[src/rtl/adder_arb_pkg.sv]
// Shared types and helpers for the shared 4-operand adder arbiter.
// Contents: FSM state encoding, operand struct, slice width helper,
// slice unpack and operand sum functions. No ports.
package adder_arb_pkg;

    // Widest operand the helpers support; narrower widths are masked.
    localparam int unsigned MAX_W       = 32;
    localparam int unsigned MAX_SLICE_W = 4 * MAX_W + 1;

    // Default build: W=8 gives a 33-bit operand slice.
    localparam int unsigned DEF_W       = 8;
    localparam int unsigned DEF_SLICE_W = 4 * DEF_W + 1;

    typedef enum logic [1:0] {
        IDLE = 2'd0,
        CALC = 2'd1,
        RESP = 2'd2
    } state_t;

    typedef logic [MAX_W-1:0] op_t;

    typedef struct packed {
        logic cin;
        op_t  w;
        op_t  z;
        op_t  y;
        op_t  x;
    } operands_t;

    // Width of one packed requester slice {cin, w, z, y, x}.
    function automatic int unsigned slice_width(input int unsigned w);
        return 4 * w + 1;
    endfunction

    // Split a zero-extended slice of operand width w into its fields.
    function automatic operands_t unpack_slice(input logic [MAX_SLICE_W-1:0] slice,
                                               input int unsigned w);
        operands_t              ops;
        op_t                    mask;
        logic [MAX_SLICE_W-1:0] sh;
        mask    = (w >= MAX_W) ? '1 : ((op_t'(1) << w) - op_t'(1));
        ops.x   = op_t'(slice) & mask;
        sh      = slice >> w;
        ops.y   = op_t'(sh) & mask;
        sh      = slice >> (2 * w);
        ops.z   = op_t'(sh) & mask;
        sh      = slice >> (3 * w);
        ops.w   = op_t'(sh) & mask;
        sh      = slice >> (4 * w);
        ops.cin = sh[0];
        return ops;
    endfunction

    // Zero-extended sum x + y + z + w + cin; cannot overflow MAX_W+2 bits.
    function automatic logic [MAX_W+1:0] sum_operands(input operands_t ops);
        return (MAX_W+2)'(ops.x) + (MAX_W+2)'(ops.y) + (MAX_W+2)'(ops.z)
             + (MAX_W+2)'(ops.w) + (MAX_W+2)'(ops.cin);
    endfunction

endpackage

[src/rtl/rr_arbiter.sv]
// N-wide round-robin arbiter, purely combinational.
// Ports: i_req     - request vector
//        i_ptr     - highest-priority index (search starts here, wraps)
//        o_grant_c - one-hot grant (zero when no request)
//        o_idx_c   - index of the granted request
//        o_any_c   - at least one request present
module rr_arbiter
    import adder_arb_pkg::*;
#(
    parameter  int unsigned N   = 4,
    localparam int unsigned IDW = $clog2(N)
) (
    input  logic [N-1:0]   i_req,
    input  logic [IDW-1:0] i_ptr,
    output logic [N-1:0]   o_grant_c,
    output logic [IDW-1:0] o_idx_c,
    output logic           o_any_c
);

    // Search i_ptr, i_ptr+1, ... modulo N; first hit wins.
    always_comb begin
        o_any_c = 1'b0;
        o_idx_c = '0;
        for (int k = 0; k < int'(N); k++) begin
            for (int n = 0; n < int'(N); n++) begin
                if (!o_any_c && i_req[n] && (n == ((int'(i_ptr) + k) % int'(N)))) begin
                    o_any_c = 1'b1;
                    o_idx_c = IDW'(n);
                end
            end
        end
        o_grant_c = o_any_c ? (N'(1) << o_idx_c) : '0;
    end

endmodule

[src/rtl/adder_arbiter.sv]
// Shares one x+y+z+w+cin datapath between N requesters via round-robin.
// Ports: clk, rst (sync, active-high)
//        req_valid/req_ready/req_ins - per-lane request handshake + operands
//        rsp_valid/rsp_ready         - shared response handshake
//        rsp_id, rsp_sum, rsp_zero   - response payload
// Optional (macro ADDER_ARB_STATS_EN): stat_grants (8-bit per lane),
// stat_stall (16-bit), both saturating.
module adder_arbiter
    import adder_arb_pkg::*;
#(
    parameter  int unsigned W       = 8,
    parameter  int unsigned N       = 4,
    localparam int unsigned IDW     = $clog2(N),
    localparam int unsigned SLICE_W = slice_width(W)
) (
    input  logic                 clk,
    input  logic                 rst,
    input  logic [N-1:0]         req_valid,
    output logic [N-1:0]         req_ready,
    input  logic [N*SLICE_W-1:0] req_ins,
    output logic                 rsp_valid,
    input  logic                 rsp_ready,
    output logic [IDW-1:0]       rsp_id,
    output logic [W+1:0]         rsp_sum,
    output logic                 rsp_zero
`ifdef ADDER_ARB_STATS_EN
   ,output logic [N*8-1:0]       stat_grants,
    output logic [15:0]          stat_stall
`endif
);

    state_t               r_state;
    state_t               w_state_nxt;
    logic [IDW-1:0]       r_ptr;
    logic [IDW-1:0]       r_id;
    logic [SLICE_W-1:0]   r_slice;
    logic [N-1:0]         w_grant;
    logic [IDW-1:0]       w_idx;
    logic                 w_any;
    logic [SLICE_W-1:0]   w_slice;
    logic [W+1:0]         w_sum;

    rr_arbiter #(.N(N)) u_rr (
        .i_req     (req_valid),
        .i_ptr     (r_ptr),
        .o_grant_c (w_grant),
        .o_idx_c   (w_idx),
        .o_any_c   (w_any)
    );

    // Operand slice of the current winner.
    always_comb begin
        w_slice = '0;
        for (int n = 0; n < int'(N); n++) begin
            if (w_idx == IDW'(n)) begin
                w_slice = req_ins[n*SLICE_W +: SLICE_W];
            end
        end
    end

    assign w_sum = (W+2)'(sum_operands(unpack_slice(MAX_SLICE_W'(r_slice), W)));

    // Next state and combinational grant; no grant while reset is asserted.
    always_comb begin
        w_state_nxt = r_state;
        req_ready   = '0;
        case (r_state)
            IDLE: begin
                if (w_any) begin
                    req_ready   = w_grant;
                    w_state_nxt = CALC;
                end
            end
            CALC:    w_state_nxt = RESP;
            RESP: begin
                if (rsp_ready) begin
                    w_state_nxt = IDLE;
                end
            end
            default: w_state_nxt = IDLE;
        endcase
        if (rst) begin
            req_ready = '0;
        end
    end

    // State, operand capture, response registers and pointer update.
    always_ff @(posedge clk) begin
        if (rst) begin
            r_state   <= IDLE;
            r_ptr     <= '0;
            r_id      <= '0;
            r_slice   <= '0;
            rsp_valid <= 1'b0;
            rsp_id    <= '0;
            rsp_sum   <= '0;
            rsp_zero  <= 1'b0;
        end else begin
            r_state <= w_state_nxt;
            case (r_state)
                IDLE: begin
                    if (w_any) begin
                        r_slice <= w_slice;
                        r_id    <= w_idx;
                    end
                end
                CALC: begin
                    rsp_sum   <= w_sum;
                    rsp_zero  <= (w_sum == '0);
                    rsp_id    <= r_id;
                    rsp_valid <= 1'b1;
                end
                RESP: begin
                    if (rsp_ready) begin
                        rsp_valid <= 1'b0;
                        r_ptr     <= (r_id == IDW'(N - 1)) ? '0 : r_id + IDW'(1);
                    end
                end
                default: ;
            endcase
        end
    end

`ifdef ADDER_ARB_STATS_EN
    // Per-lane grant counters and response stall counter, saturating.
    always_ff @(posedge clk) begin
        if (rst) begin
            stat_grants <= '0;
            stat_stall  <= '0;
        end else begin
            if ((r_state == IDLE) && w_any) begin
                for (int n = 0; n < int'(N); n++) begin
                    if ((w_idx == IDW'(n)) && (stat_grants[n*8 +: 8] != 8'hFF)) begin
                        stat_grants[n*8 +: 8] <= stat_grants[n*8 +: 8] + 8'd1;
                    end
                end
            end
            if ((r_state == RESP) && !rsp_ready && (stat_stall != 16'hFFFF)) begin
                stat_stall <= stat_stall + 16'd1;
            end
        end
    end
`endif

endmodule

[config.mk]
export PLATFORM = sky130hd
export DESIGN_NAME = adder_arbiter
export DESIGN_NICKNAME = d
export VERILOG_FILES = /design/src/rtl/adder_arb_pkg.sv /design/src/rtl/rr_arbiter.sv /design/src/rtl/adder_arbiter.sv
export SDC_FILE = /design/constraint.sdc
export NUM_CORES = 1
export LEC_CHECK = 0
export ABC_AREA = 1
export CORE_MARGIN = 4
export CORE_UTILIZATION = 30
export CTS_CLUSTER_SIZE = 24
export DETAILED_ROUTE_END_ITERATION = 10
export PLACE_DENSITY_LB_ADDON = 0.1
export SYNTH_ARGS = -nofsm -noshare
export SYNTH_HDL_FRONTEND = slang
export SYNTH_SLANG_ARGS = --single-unit
[constraint.sdc]
create_clock -name clk -period 3.86 [get_ports clk]
set_input_delay 0.772 -clock clk [delete_from_list [all_inputs] [get_ports clk]]
set_output_delay 0.772 -clock clk [all_outputs]
set_load 0.03 [all_outputs]
==> summary.md, run 1 <==
| Metric | Value |
|---|---|
| Status | `finished, final reports clean` |
| DRC Markers | `0` |
| # H-tree levels | `2` |
| Largest family of logic cells by synthesized area | `simple AND/OR/NAND/NOR gates` |
| Period minus WS final | `~3700 ps` |
| Fin crit share | `0.963` |
| N_diodes | `0` |
| CTS max path bufs | `2` |
| Largest net degree at the start of global routing | `55` |
| First DRT Iteration DRCs | `approximately 230` |
| Slew headroom | `0.305` |
| Adder-Cell Fraction of Synth Area | `0.118` |
| Root Buffer | `clkbuf_16` |
| Pre-CTS setup slack | `50.6 ps` |
| Compound-Gate Fraction of Synth Area | `0.124` |
| XOR/XNOR Fraction of Synth Area | `0.0136` |
| Fin area | `5810 um^2` |
| Critical path fanouts, max | `6` |
| Placer's final routability congestion estimate | `0.815` |
| Post-DR wirelength/cell | `13.2 um` |
| Total clock sinks | `53` |
| Setup ws final | `around 140 ps` |
| Critical Path Sink Type | `output port` |
| Ports | `~160` |
| Pins Over Slew Limit | `0` |
| Share of cells above drive strength 1 | `0.0713` |
| Initial Util | `0.305` |
| Syn Nets | `between 700 and 800` |
| Congestion Overflow GR | `0` |
| Worst-path clk slew | `roughly 60 ps` |
| Highest Clock Rate | `~0.27 GHz` |
| Synth Area in Simple Gates | `0.377` |
| Seq cells post-synth | `53` |
| Dpl cells | `890` |
| Hold WC Path Type | `register to register` |
| Post-Syn Area | `3850 um^2` |
| MaxCap Viol Count | `0` |
| Fin nets | `slightly below 900` |
| Static Leak | `2.53 nW` |
| Syn. warnings | `0` |
| Rows | `41` |
| Die area | `between 10000 and 15000 um^2` |
| Initial antenna violation count | `0` |
| Total global-route track usage | `0.162` |
| Total number of vias | `4256` |
| Req. time, crit path | `3090 ps` |
| Post-synthesis sequential area ratio | `0.275` |
| Die Span Y | `121 um` |
| TritonCTS clock tree | `done` |
| P per Cell Area | `411 nW/um^2` |
| Port bufs | `156` |
| Layout Cells excl Fill | `around 900` |
| Crit-path cells | `clkdlybuf4s50_1, nand3_1, nand2_2, nor2_4, nand4_2, nor2_2, nand4_4, nor3_4, nand4_4, nand2_8, buf_4, nand2_2, nor2_1, buf_4` |
| Critical Path Start Type | `input pin` |
| Vias in the first global route | `about 4200` |
| Antenna viol nets, final | `0` |
| First-pass DRT Iterations | `4` |
| Final clock skew | `3.10 ps` |
| Core Box Area | `around 13000 um^2` |
| Setup violations, final | `0` |
| CTS Buf Count | `5` |
| Synthesized instance count | `580` |
| Die W | `121 um` |
| Post-Synthesis Mean Instance Area | `6.64 um^2` |
| CP peak stage delay | `about 420 ps` |
| Netlist cell types | `29` |
| First-pass GRT wire length | `~20000 um` |
| Final Hold Fails | `0` |
| Max IR drop VDD | `0.231 mV` |
| Number of vias per cell | `4.72` |
| Setup tns final | `0 ps` |
| Mux contribution to synthesized area | `0` |
| Routed WL | `11900 um` |
| CP Class | `input pin to output port` |
| Area added between synthesis and finish | `50.8%` |
| Skew-Pair Late Insertion Delay | `290 ps` |
| Dpl hpwl | `9750 um` |
| Worst Max-Slew Pin Slew | `1040 ps` |
| Worst EP arrival | `2950 ps` |
| Post-DP Area | `between 5000 and 6000 um^2` |
| Slowest cell on the critical path | `clkdlybuf4s50_1` |
cell usage in the layout (no fill, tap or decap), types with 4 or more instances in the layout:
master             n
nand3_1           59
ha_1               9
o21ai_0           51
inv_1             48
inv_2              7
fa_1              17
dfxtp_1           53
nand2_1          128
clkdlybuf4s50_1  149
nor2_2             4
xor2_1             5
buf_4             21
clkbuf_16          5
nor3_1             5
nand4_1           42
a21oi_1           32
nor2_1            68
metrics by stage:
step                power, mW  hold WS (ps)  utilization
detailed placement       1.94           458        0.443
finish                   2.39           464        0.461
global route             2.61           482        0.461
CTS                      2.41           470        0.456
global placement         1.91           454        0.443
floorplan                1.50           444            -
synth_stat cells:
cell / number / area (um^2)
a21oi_1: 32 / 160
buf_2: 6 / 30.0
buf_4: 3 / 22.5
buf_6: 1 / 11.3
clkbuf_1: 23 / 86.3
dfxtp_1: 53 / 1060
fa_1: 17 / 340
ha_1: 9 / 113
inv_1: 49 / 184
inv_2: 6 / 22.5
nand2_1: 128 / 480
nand2_2: 4 / 25.0
nand2_4: 1 / 11.3
nand3_1: 59 / 295
nand3b_1: 1 / 7.51
nand4_1: 42 / 263
nand4_2: 2 / 25.0
nand4_4: 1 / 21.3
nor2_1: 71 / 267
nor2_2: 1 / 6.26
nor2_4: 1 / 11.3
nor3_1: 5 / 25.0
nor3_4: 1 / 16.3
o211ai_1: 3 / 22.5
o21ai_0: 51 / 255
o21ai_4: 1 / 16.3
o21bai_1: 3 / 22.5
xnor2_1: 1 / 8.76
xor2_1: 5 / 43.8
routing by layer:
metal / vias up / wire length, um / track usage
li1: 2216 / - / -
met1: 1908 / 5140 / 0.203
met2: 117 / 5980 / 0.284
met3: 15 / 670 / 0.0350
met4: 0 / 146 / 0.0336
met5: - / 0 / 0
power by group:
part           internal (mW)  switching (mW)  total, mW
logic                  0.540           0.688       1.23
registers              0.634          0.0629      0.697
clock network          0.275           0.191      0.465
total                   1.45           0.941       2.39
sequential cells by signal, summed over array words and instances, names as in the netlist:
signal and cells:
r_id 2, r_slice 33, r_state 2, rsp_id 2, rsp_valid 1, r_ptr 2
rsp_zero 1, rsp_sum 10
worst max-delay path, delay by kind of cell:
| kind | cells | cell delay (ps) |
|---|---|---|
| AND/OR/NAND/NOR | 11 | 1460 |
| buffers and inverters | 3 | 700 |
path summary, 6_finish.rpt:
check                             startpoint           end  slack [ps]  cells after the start
worst min-delay path               rsp_valid     rsp_valid         460                      2
worst max register to register    r_slice[9]    rsp_sum[9]         690                     14
worst max-delay path            req_valid[3]  req_ready[3]         140                     14
worst min register to register     rsp_valid     rsp_valid         460                      2
cells by family after synthesis:
group	after synthesis
fa+ha+maj	26
compound gates	90
buf+inv	88
simple gates	317
flops	53
xor+xnor	6
repair_timing:
item / CTS / global route
setup endpoints to repair: 0 / 4
resized for setup: 0 / 10
buffers inserted: 0 / 3
hold buffers: 0 / 0
area by class of cell:
class	instances	area [um^2]
Fill cell	1312	6810
Clock inverter	1	5.00
Sequential cell	53	1060
Multi-Input combinational cell	439	2470
Timing Repair Buffer	174	1710
Tap cell	172	215
Clock buffer	7	153
Inverter	55	206
Power figures use the tool's default switching activity.
==> run 2: changes to the inputs <==
--- a/config.mk
+++ b/config.mk
@@ -10,6 +10,7 @@
 export CORE_UTILIZATION = 30
 export CTS_CLUSTER_SIZE = 24
 export DETAILED_ROUTE_END_ITERATION = 10
+export GPL_ROUTABILITY_DRIVEN = 0
 export PLACE_DENSITY_LB_ADDON = 0.1
 export SYNTH_ARGS = -nofsm -noshare
 export SYNTH_HDL_FRONTEND = slang
==> results of run 2 <==
No change in the layout: final DEF, timing and power equal those of run 1.
